===== config.mk =====
export PLATFORM = sky130hd
export DESIGN_NAME = pll_drp_master
export DESIGN_NICKNAME = d
export VERILOG_FILES = /design/src/rtl/pll_drp_master.sv
export SDC_FILE = /design/constraint.sdc
export NUM_CORES = 1
export LEC_CHECK = 0
export BUFFER_PORTS_ARGS = -buffer_cell sky130_fd_sc_hd__buf_4
export CORE_MARGIN = 4
export CORE_UTILIZATION = 35
export DETAILED_ROUTE_END_ITERATION = 7
export PLACE_DENSITY_LB_ADDON = 0.25
export SYNTH_ARGS = -nofsm -noshare
export SYNTH_HDL_FRONTEND = slang
export SYNTH_SLANG_ARGS = --single-unit

===== constraint.sdc =====
create_clock -name clk -period 2.4 [get_ports clk]
set_clock_uncertainty 0.1 [all_clocks]
set_input_delay 0 -clock clk [delete_from_list [all_inputs] [get_ports clk]]
set_output_delay 0 -clock clk [all_outputs]
set_load 0.1 [all_outputs]

===== src/rtl/pll_drp_master.sv =====
// rtl/pll_drp_master.sv - single-register read/write initiator for the PLLA DRP port with optional reset/relock.
module pll_drp_master #(
    parameter int READ_LAT     = 2,
    parameter int RST_CYCLES   = 16,
    parameter int LOCK_TIMEOUT = 65535
) (
    input  logic       clk,
    input  logic       rst_n,
    input  logic       cmd_valid,
    output logic       cmd_ready,
    input  logic       cmd_write,
    input  logic       cmd_apply,
    input  logic [7:0] cmd_addr,
    input  logic [7:0] cmd_wdata,
    output logic       rsp_valid,
    output logic [7:0] rsp_rdata,
    output logic       rsp_err,
    output logic       busy,
    output logic       mdclk,
    output logic [1:0] mdopc,
    output logic       mdainc,
    output logic [7:0] mdwdi,
    input  logic [7:0] mdrdo,
    output logic       pll_reset,
    input  logic       pll_lock
);

    localparam int TW  = $clog2(LOCK_TIMEOUT + 1);
    localparam int RW  = $clog2(RST_CYCLES + 1);
    localparam int LW  = $clog2(READ_LAT + 1);
    localparam int CW0 = (TW > RW) ? TW : RW;
    localparam int CW  = (CW0 > LW) ? CW0 : LW;

    localparam logic [1:0] OP_NOP   = 2'b00;
    localparam logic [1:0] OP_WRITE = 2'b01;
    localparam logic [1:0] OP_READ  = 2'b10;
    localparam logic [1:0] OP_ADDR  = 2'b11;

    typedef enum logic [2:0] {
        S_IDLE,
        S_WAITPH,
        S_ADDR,
        S_DATA,
        S_RDWAIT,
        S_APPLY,
        S_LOCKWAIT,
        S_RESP
    } state_t;

    state_t        state;
    logic          ph;
    logic          armed;
    logic          lock_meta;
    logic          lock_sync;
    logic          seen_low;
    logic [CW-1:0] cnt;
    logic          l_write;
    logic          l_apply;
    logic [7:0]    l_addr;
    logic [7:0]    l_wdata;

    assign mdclk  = ph;
    assign mdainc = 1'b0;

    // ph==1 before an edge means that edge is an mdclk falling edge.
    always_ff @(posedge clk) begin
        if (!rst_n) begin
            state     <= S_IDLE;
            ph        <= 1'b0;
            armed     <= 1'b0;
            lock_meta <= 1'b0;
            lock_sync <= 1'b0;
            seen_low  <= 1'b0;
            cnt       <= '0;
            l_write   <= 1'b0;
            l_apply   <= 1'b0;
            l_addr    <= 8'h00;
            l_wdata   <= 8'h00;
            cmd_ready <= 1'b0;
            busy      <= 1'b0;
            rsp_valid <= 1'b0;
            rsp_rdata <= 8'h00;
            rsp_err   <= 1'b0;
            mdopc     <= OP_NOP;
            mdwdi     <= 8'h00;
            pll_reset <= 1'b0;
        end else begin
            ph        <= ~ph;
            lock_meta <= pll_lock;
            lock_sync <= lock_meta;
            case (state)
                S_IDLE: begin
                    cmd_ready <= 1'b1;
                    if (cmd_valid && cmd_ready) begin
                        l_write   <= cmd_write;
                        l_apply   <= cmd_write & cmd_apply;
                        l_addr    <= cmd_addr;
                        l_wdata   <= cmd_wdata;
                        rsp_rdata <= 8'h00;
                        rsp_err   <= 1'b0;
                        armed     <= 1'b0;
                        cmd_ready <= 1'b0;
                        busy      <= 1'b1;
                        state     <= S_WAITPH;
                    end
                end
                S_WAITPH: begin
                    // Skip a falling edge that arrives right after accept so ADDR always follows a full NOP half-period.
                    armed <= 1'b1;
                    if (ph && armed) begin
                        mdopc <= OP_ADDR;
                        mdwdi <= l_addr;
                        state <= S_ADDR;
                    end
                end
                S_ADDR: begin
                    if (ph) begin
                        mdopc <= l_write ? OP_WRITE : OP_READ;
                        mdwdi <= l_write ? l_wdata : 8'h00;
                        state <= S_DATA;
                    end
                end
                S_DATA: begin
                    if (ph) begin
                        mdopc <= OP_NOP;
                        mdwdi <= 8'h00;
                        cnt   <= '0;
                        if (!l_write) begin
                            state <= S_RDWAIT;
                        end else if (l_apply) begin
                            pll_reset <= 1'b1;
                            state     <= S_APPLY;
                        end else begin
                            rsp_valid <= 1'b1;
                            state     <= S_RESP;
                        end
                    end
                end
                S_RDWAIT: begin
                    if (ph) begin
                        if (cnt == CW'(READ_LAT - 1)) begin
                            rsp_rdata <= mdrdo;
                            rsp_valid <= 1'b1;
                            state     <= S_RESP;
                        end else begin
                            cnt <= cnt + 1'b1;
                        end
                    end
                end
                S_APPLY: begin
                    if (cnt == CW'(RST_CYCLES - 1)) begin
                        pll_reset <= 1'b0;
                        cnt       <= '0;
                        seen_low  <= 1'b0;
                        state     <= S_LOCKWAIT;
                    end else begin
                        cnt <= cnt + 1'b1;
                    end
                end
                S_LOCKWAIT: begin
                    // A lock that never dropped is stale and must not complete the apply.
                    if (!lock_sync) begin
                        seen_low <= 1'b1;
                    end
                    if (lock_sync && seen_low) begin
                        rsp_err   <= 1'b0;
                        rsp_valid <= 1'b1;
                        state     <= S_RESP;
                    end else if (cnt == CW'(LOCK_TIMEOUT)) begin
                        rsp_err   <= 1'b1;
                        rsp_valid <= 1'b1;
                        state     <= S_RESP;
                    end else begin
                        cnt <= cnt + 1'b1;
                    end
                end
                S_RESP: begin
                    rsp_valid <= 1'b0;
                    busy      <= 1'b0;
                    cmd_ready <= 1'b1;
                    state     <= S_IDLE;
                end
                default: state <= S_IDLE;
            endcase
        end
    end

endmodule

# [Word-level counts from Yosys, hierarchy flattened]
# Cells that the tools add are included.
[word_totals] reg_bits=65 latch_bits=0 ram_bits=0 rom_bits=0 inputBits=30 output_inout_bits=25 wordCells=127 memories=0
[op_classes] add_sub_neg=1 multipliers=0 div=0 magnitude_cmp=0 eq_ne=25 shifts=0 mux=56 bitwise_logic=2 n_reduce_logical=24
[ops] cell="16-bit 2-to-1 mux" n=6
[ops] cell="16-bit case mux with 4 select lines" n=1
[ops] cell="8-bit 2-to-1 mux" n=7
[ops] cell="2-bit != test (second input constant)" n=14
[ops] cell="3-bit 2-to-1 mux" n=9
[ops] cell="3-bit case mux with 8 select lines" n=1
[ops] cell="8-bit case mux with 3 select lines" n=1
[ops] cell="16-bit by 1-bit adder with 16-bit output (second input constant)" n=1
[ops] cell="16-bit by 1-bit equality test with 1-bit output (second input constant)" n=1
[ops] cell="16-bit equality test (second input constant)" n=1
[ops] cell="16-bit by 4-bit equality test with 1-bit output (second input constant)" n=1
[ops] cell="1-bit 2-to-1 mux" n=16
[ops] cell="8-bit case mux with 2 select lines" n=1
[ops] cell="3-bit equality test (second input constant)" n=4
[ops] cell="2-bit 2-to-1 mux" n=6
[ops] cell="1-bit case mux with 2 select lines" n=6
[ops] cell="2-bit nonzero test" n=6
[ops] cell="4-bit AND reduction" n=2
[ops] cell="8-bit AND reduction" n=1
[ops] cell="4-bit nonzero test" n=2
[ops] cell="7-bit AND reduction" n=1
[ops] cell="3-bit by 2-bit equality test with 1-bit output (second input constant)" n=2
[ops] cell="2-bit case mux with 3 select lines" n=1
[ops] cell="2-bit AND reduction" n=3
[ops] cell="other kinds (11)" n=14

# [Logic depth before layout (Yosys ltp)]
# Gate-level depths: netlist of the first run.
[depth] depth_word=4 ltp_mapped=8 mapped_depth_nobuf=7

# [Worst setup path after synthesis of the first run]
# OpenSTA, ideal clock, no wires.
[synth_timing] kind="register to register" start="register cmd_ready" end="register rsp_rdata[2]" setup_time_ns=0.119 arrival_ns=2.149 required_ns=2.181 setup_slack_ns=0.032 stages_incl_launch_ff=7 path_buffers=1 period_less_slack_ns=2.368 cell_sequence="dfxtp_1 nand2_1 or3_1 a22oi_4 buf_6 nand2b_1 a21boi_2"
[synth_via] elab_chain_cells=3
[synth_lines] element="start: declaration" line="10" text="output logic cmd_ready,"
[synth_lines] element="start signal: assignment" line="79" text="cmd_ready <= 1'b0;"
[synth_lines] element="start signal: assignment" line="93" text="cmd_ready <= 1'b1;"
[synth_lines] element="start signal: assignment" line="102" text="cmd_ready <= 1'b0;"
[synth_lines] element="1-bit logical AND" line="94" text="if (cmd_valid && cmd_ready) begin"
[synth_lines] element="2-bit != test (no source line)"
[synth_lines] element="4-bit AND reduction (no source line)"
[synth_lines] element="end signal: assignment" line="142" text="rsp_rdata <= mdrdo;"
[synth_lines] element="end: declaration" line="16" text="output logic [7:0] rsp_rdata,"
# Every way passes these cells.
# A chain may end at the register's enable or synchronous reset.

# [Worst setup path after layout of the first run]
[layout_timing] start="register state[1]" end="register l_addr[4]"
[layout_via] elab_chain_cells=2
[layout_lines] element="start: declaration" line="50" text="state_t state;"
[layout_lines] element="start signal: assignment" line="68" text="state <= S_IDLE;"
[layout_lines] element="start signal: assignment" line="104" text="state <= S_WAITPH;"
[layout_lines] element="start signal: assignment" line="113" text="state <= S_ADDR;"
[layout_lines] element="3-bit zero test" line="91" text="case (state)"
[layout_lines] element="2-bit AND reduction (no source line)"
[layout_lines] element="end signal: assignment" line="97" text="l_addr <= cmd_addr;"
[layout_lines] element="end: declaration" line="59" text="logic [7:0] l_addr;"
# Every way passes these cells.

==> impl_metrics.env, run 1 <==
export IMPL_netlist_area_um2=3506
export IMPL_synth_common_cells="74 x nand2_1, 65 x dfxtp_1, 19 x a21boi_0"
export IMPL_worst_path_buf_inv=2
export IMPL_syn_nets=416
export IMPL_r2r_start="state[1]$_SDFFE_PN0P_"
export IMPL_holdWs_ps=6.309
export IMPL_crit_chain="or2_1 > or3_1 > buf_4 > nand2_1 > a21boi_0 > dlygate4sd3_1"
export IMPL_yosys_area_top_type="dfxtp_1"
export IMPL_yosysUniqueCellTypes=68
export IMPL_finalHoldViolCount=0
export IMPL_final_setup_viol_count=0
export IMPL_h_tree_depth=3
export IMPL_power_density_nw_per_um2=551.8
export IMPL_drtIter0Drc=146
export IMPL_slowest_delay_ps=550
export IMPL_gr_usage_all_layers_pct=15.51
export IMPL_antenna_found_initial=0
export IMPL_cpMaxStageDelayCell="dlygate4sd3_1"
export IMPL_cts_root_buf="clkbuf_8"
export IMPL_setup_tns_final_ps=0
export IMPL_required_ps=2540
export IMPL_fin_crit_ps=2253
export IMPL_critical_path_class="reg2reg"
export IMPL_grt_setup_unrepaired="false"
export IMPL_dpl_cell_area_um2=4063
export IMPL_crit_arrival_ps=2390
export IMPL_grt_pass1_vias=3034
export IMPL_cp_start_kind="flop"
export IMPL_hp_start="cmd_valid"
export IMPL_drv_slew=0
export IMPL_grt_pass1_wl_um=14550
export IMPL_ctsLongestPathBuffers=2
export IMPL_synth_avg_cell_area_um2=9.130
export IMPL_cellLeakagePower_nw=1.734
export IMPL_synthCells=384
export IMPL_numCtsBuffers=9
export IMPL_yosysMostFrequentCell="nand2_1"
export IMPL_die_w_um=108.1
export IMPL_overflow=0
export IMPL_async_flop_share_pct=0
export IMPL_path_clk_slew_ps=80
export IMPL_cap_violations=0
export IMPL_wirelength_um=8748
export IMPL_io_buffer_count=53
export IMPL_synthTopCellsByArea="dfxtp_1 37%, nand2_1 7.9%, a21boi_0 4.1%, a211oi_2 3.6%, nand3_2 2.9%"
export IMPL_peakVddDrop_v=0.0002679
export IMPL_critical_path_top_delay_family="buffers and inverters"
export IMPL_r2r_end="l_addr[4]$_SDFFE_PN0P_"
export IMPL_pin_count=55
export IMPL_fin_crit_sh_pct=93.87
export IMPL_fillCellCount=924
export IMPL_nNetsFinal=504
export IMPL_start_util_pct=35.87
export IMPL_first_pass_iters=4
export IMPL_ys_flop_type="dfxtp_1"
export IMPL_hold_path_class="in2reg"
export IMPL_cp_max_fo=20
export IMPL_clk_latency_ps=350
export IMPL_die_area_um2=11680
export IMPL_wl_per_cell_um=14.34
export IMPL_ant_nets=0
export IMPL_dpl_hpwl_um=5895
export IMPL_yosysSeqAreaShare_pct=37.12
export IMPL_avgViaCountPerCell=5.105
export IMPL_synth_seq_cells=65
export IMPL_status="complete, no violations"
export IMPL_postCtsSetupBuffers=0
export IMPL_die_h_um=108.1
export IMPL_core_area_um2=9774
export IMPL_rows=36
export IMPL_drcViolationCount=0
export IMPL_reg2regPathDepth=6
export IMPL_min_to="busy$_SDFFE_PN0P_"
export IMPL_synthToLayoutAreaGrowth_pct=29.73
export IMPL_gp_congestion=0.7985
export IMPL_final_area_um2=4548
export IMPL_finish_utilization_pct=46.53
export IMPL_yosysWarnings=0
export IMPL_vias=3114
export IMPL_drive_gt1_share_pct=29.98
export IMPL_hold_depth=4
export IMPL_yosysTopAreaCellShare_pct=37.12
export IMPL_cp_end_kind="flop"
export IMPL_clock_sinks=65
export IMPL_grt_max_degree=43
export IMPL_max_clock_freq_mhz=443.9
export IMPL_antennaDiodeCount=0
export IMPL_cts_tree="yes"
export IMPL_ff2ff_setup_slack_ps=150
export IMPL_synth_edff_count=0
## worst max-delay path by stage
stage	slack (ps)	end	cells past startpoint	start
6_report	150	l_addr[4]$_SDFFE_PN0P_	6	state[1]$_SDFFE_PN0P_
5_1_grt	20	cnt[13]$_SDFFE_PN0P_	6	cnt[0]$_SDFFE_PN0P_
4_1_cts	100	l_wdata[4]$_SDFFE_PN0P_	6	state[1]$_SDFFE_PN0P_
3_5_place_dp	230	cnt[13]$_SDFFE_PN0P_	6	cnt[0]$_SDFFE_PN0P_
3_3_place_gp	270	cnt[2]$_SDFFE_PN0P_	7	cnt[0]$_SDFFE_PN0P_
2_1_floorplan	30	rsp_rdata[2]$_SDFFE_PN0P_	6	cmd_ready$_SDFFE_PN0P_
## state kept, by name, summed over array words and instances, names as in the netlist, 2 cells and up
| register | count |
|---|---|
| rsp_rdata | 8 |
| mdopc | 2 |
| state | 3 |
| l_wdata | 8 |
| mdwdi | 8 |
| l_addr | 8 |
| cnt | 16 |
## cells in the final DEF, fill, tap and decap left out, drive strengths merged, types with 3 or more instances in the layout
master / count
a211oi: 15
a21boi: 29
a21oi: 10
a22oi: 10
a31oi: 3
and2: 6
and3: 4
buf: 73
clkbuf: 9
dfxtp: 65
dlygate4sd3: 30
inv: 11
nand2: 74
nand2b: 12
nand3: 20
nand3b: 6
nand4: 6
nand4b: 4
nor2: 16
nor3: 5
nor3b: 3
nor4: 4
o211a: 10
o21ai: 6
o22ai: 9
o31ai: 3
o32ai: 3
or3b: 4
## metrics by stage
| stage | cells | worst slack [ps] | total power [mW] |
|---|---|---|---|
| floorplan | 384 | 31.56 | 1.491 |
| global placement | 564 | 268.1 | 1.604 |
| detailed placement | 564 | 234.8 | 1.608 |
| CTS | 610 | 100.5 | 2.543 |
| global route | 610 | 18.83 | 2.629 |
| finish | 610 | 147.1 | 2.510 |
## repair_timing
item / 4_1_cts / 5_1_grt
hold buffers: 30 / 0
endpoints found under the hold margin: 40 / 0
gates resized for setup: 0 / 2
setup endpoints to repair: 0 / 1
## cell type report
type / instances / area, um^2 / area share [%]
multi-input cells: 287 / 2024 / 44.51
flip-flops and latches: 65 / 1304 / 28.67
repair buffers: 103 / 848.3 / 18.65
well taps: 133 / 166.4 / 3.659
clock buffers: 9 / 123.9 / 2.724
clock inverters: 7 / 58.81 / 1.293
inverters: 6 / 22.52 / 0.4952
## where the power goes
part,internal [mW],total (mW),switching (mW)
clock network,0.393,0.889,0.496
registers,1.12,1.16,0.0381
logic,0.182,0.460,0.279
total,1.70,2.51,0.813
## kinds of logic after synthesis
kind of cell | count (synthesis) | share of synthesized area, %
buffers and inverters | 32 | 5.139
other | 1 | 0.1070
AND/OR/NAND/NOR | 170 | 28.59
AO/OA/AOI/OAI | 114 | 28.34
adder cells (fa/ha/maj) | 2 | 0.7137
flip-flops | 65 | 37.12
## worst reg2reg max path: stages (launching register included)
cell,delay (ps)
dfxtp_2,390
or2_1,260
or3_1,420
buf_4,240
nand2_1,100
a21boi_0,80
dlygate4sd3_1,550
## metal layers
| metal | global-route usage [%] | vias to the layer above | part of all wire, % |
|---|---|---|---|
| met5 | 0 | - | 0 |
| met4 | 3.517 | 0 | 0.78 |
| met3 | 4.418 | 6 | 4.8 |
| met2 | 25.71 | 63 | 48 |
| met1 | 20.04 | 1466 | 46 |
| li1 | - | 1579 | - |
Power figures use the tool's default switching activity.
==> run 2: changes to the inputs <==
Settings changed: CTS_BUF_LIST from default to sky130_fd_sc_hd__clkbuf_8.
Clock period 2.4 ns to 2.2 ns, I/O delays scaled along.
==> run 2 against run 1 <==
  * Setup slack worse by 62 ps
  * Core utilization up 0.93 points
  * Clock power up 24%
  * Sequential share of layout area down 0.48 points
  * Critical path depth down 1
  * Global-route usage up 0.24 points
  * Wire length up 0.82%
  * Sequential power up 9%
  * Final cell count up 0.49%
  * Critical path type unchanged
==> impl_metrics.env, run 2 (synthesized netlist as in run 1, its figures left out) <==
export IMPL_busiest_layer="met2"
export IMPL_grt_max_degree=48
export IMPL_grt_setup_unrepaired="false"
export IMPL_largest_reg_flops=16
export IMPL_grt_pass1_wl_um=14730
export IMPL_drv_slew=0
export IMPL_clock_sinks=65
export IMPL_finish_utilization_pct=47.47
export IMPL_hold_path_class="in2reg"
export IMPL_die_h_um=108.1
export IMPL_cts_root_buf="clkbuf_8"
export IMPL_first_pass_iters=5
export IMPL_cp_max_fo=9
export IMPL_drcViolationCount=0
export IMPL_ctsLongestPathBuffers=2
export IMPL_grt_pass1_vias=3072
export IMPL_final_cell_mix="76 x buf_4, 74 x nand2_1, 60 x dfxtp_1"
export IMPL_worstMarginPinSlew_ps=556.4
export IMPL_cap_violations=0
export IMPL_status="complete, no violations"
export IMPL_wirelength_um=8820
export IMPL_core_area_um2=9774
export IMPL_fin_crit_ps=2115
export IMPL_numCtsBuffers=9
export IMPL_max_clock_freq_mhz=472.7
export IMPL_path_clk_slew_ps=90
export IMPL_io_buffer_count=53
export IMPL_overflow=0
export IMPL_cellLeakagePower_nw=1.789
export IMPL_dpl_hpwl_um=5972
export IMPL_cp_end_kind="flop"
export IMPL_finalHoldViolCount=0
export IMPL_regMostFlops="cnt"
export IMPL_peakVddDrop_v=0.0003711
export IMPL_ff2ff_setup_slack_ps=80
export IMPL_vias=3153
export IMPL_h_tree_depth=3
export IMPL_gp_congestion=0.8511
export IMPL_antenna_found_initial=0
export IMPL_power_density_nw_per_um2=622.8
export IMPL_pin_count=55
export IMPL_gr_usage_all_layers_pct=15.75
export IMPL_synthToLayoutAreaGrowth_pct=32.33
export IMPL_fin_crit_sh_pct=96.15
export IMPL_critical_path_class="reg2reg"
export IMPL_final_setup_viol_count=0
export IMPL_use_met3_pct=4.179
export IMPL_die_area_um2=11680
export IMPL_antennaDiodeCount=0
export IMPL_use_met1_pct=19.87
export IMPL_cp_start_kind="flop"
export IMPL_start_util_pct=35.87
export IMPL_wl_per_cell_um=14.39
export IMPL_avgViaCountPerCell=5.144
export IMPL_met2_usage_pct=26.51
export IMPL_setup_tns_final_ps=0
export IMPL_total_power_mw=2.889
export IMPL_rows=36
export IMPL_cts_tree="yes"
export IMPL_required_ps=2340
export IMPL_drive_gt1_share_pct=31.67
export IMPL_drtIter0Drc=189
export IMPL_crit_arrival_ps=2250
export IMPL_ant_nets=0
export IMPL_final_common_cell="buf_4"
export IMPL_clk_latency_ps=350
export IMPL_nNetsFinal=507
export IMPL_slew_headroom_pct=62.77
export IMPL_die_w_um=108.1
## run 2: cell count changes in the layout (fill, tap and decap cells not counted), sizes merged
cell,before,now
dlygate4sd3,30,28
clkinvlp,2,1
buf,73,78
bufinv,0,1
## run 2: final timing paths
check,startpoint,end,depth (start not counted)
setup / recovery,cnt[5]$_SDFFE_PN0P_,state[1]$_SDFFE_PN0P_,5
setup reg to reg,cnt[5]$_SDFFE_PN0P_,state[1]$_SDFFE_PN0P_,5
hold / removal,rst_n,mdwdi[6]$_SDFFE_PN0P_,2
hold reg to reg,lock_meta$_SDFF_PN0_,lock_sync$_SDFF_PN0_,1
## run 2: layer usage
| layer | routed length (um) | part of all wire [%] |
|---|---|---|
| met5 | 0 | 0 |
| met4 | 105 | 1.2 |
| met3 | 463 | 5.2 |
| met2 | 4311 | 49 |
| met1 | 3940 | 45 |
## run 2: stage by stage
stage	area (um^2)	cells	setup slack [ps]	hold slack, ps
floorplan	3508	384	201.1	27.29
global placement	4113	567	97.66	117.0
detailed placement	4113	567	4.480	118.3
CTS	4613	611	66.80	1.857
global route	4639	613	13.33	14.51
finish	4639	613	84.61	4.710
## run 2: cell type report
type,count,area (um^2)
fillers,977,5135
multi-input cells,287,2044
flip-flops and latches,65,1308
repair buffers,106,890.9
well taps,133,166.4
clock buffers,9,123.9
clock inverters,7,83.83
inverters,6,22.52
## run 2: where the power goes
group	total, mW	switching [mW]	internal, mW
clock	1.10	0.554	0.548
combinational	0.520	0.309	0.211
sequential	1.27	0.0433	1.22
## run 2: critical path, cell delays in order, from the launching register on
cell,delay (ps)
dfxtp_1,550
nand4_2,210
nor4_4,460
nand3b_2,260
nand3_2,90
o311a_1,330
## run 2: what timing repair did
item | in CTS | in global routing
hold buffers | 28 | 0
setup endpoints to repair | 4 | 12
pin swaps | 0 | 3
resized for setup | 2 | 4
endpoints found under the hold margin | 28 | 0
gates cloned | 0 | 0
setup buffers | 0 | 2
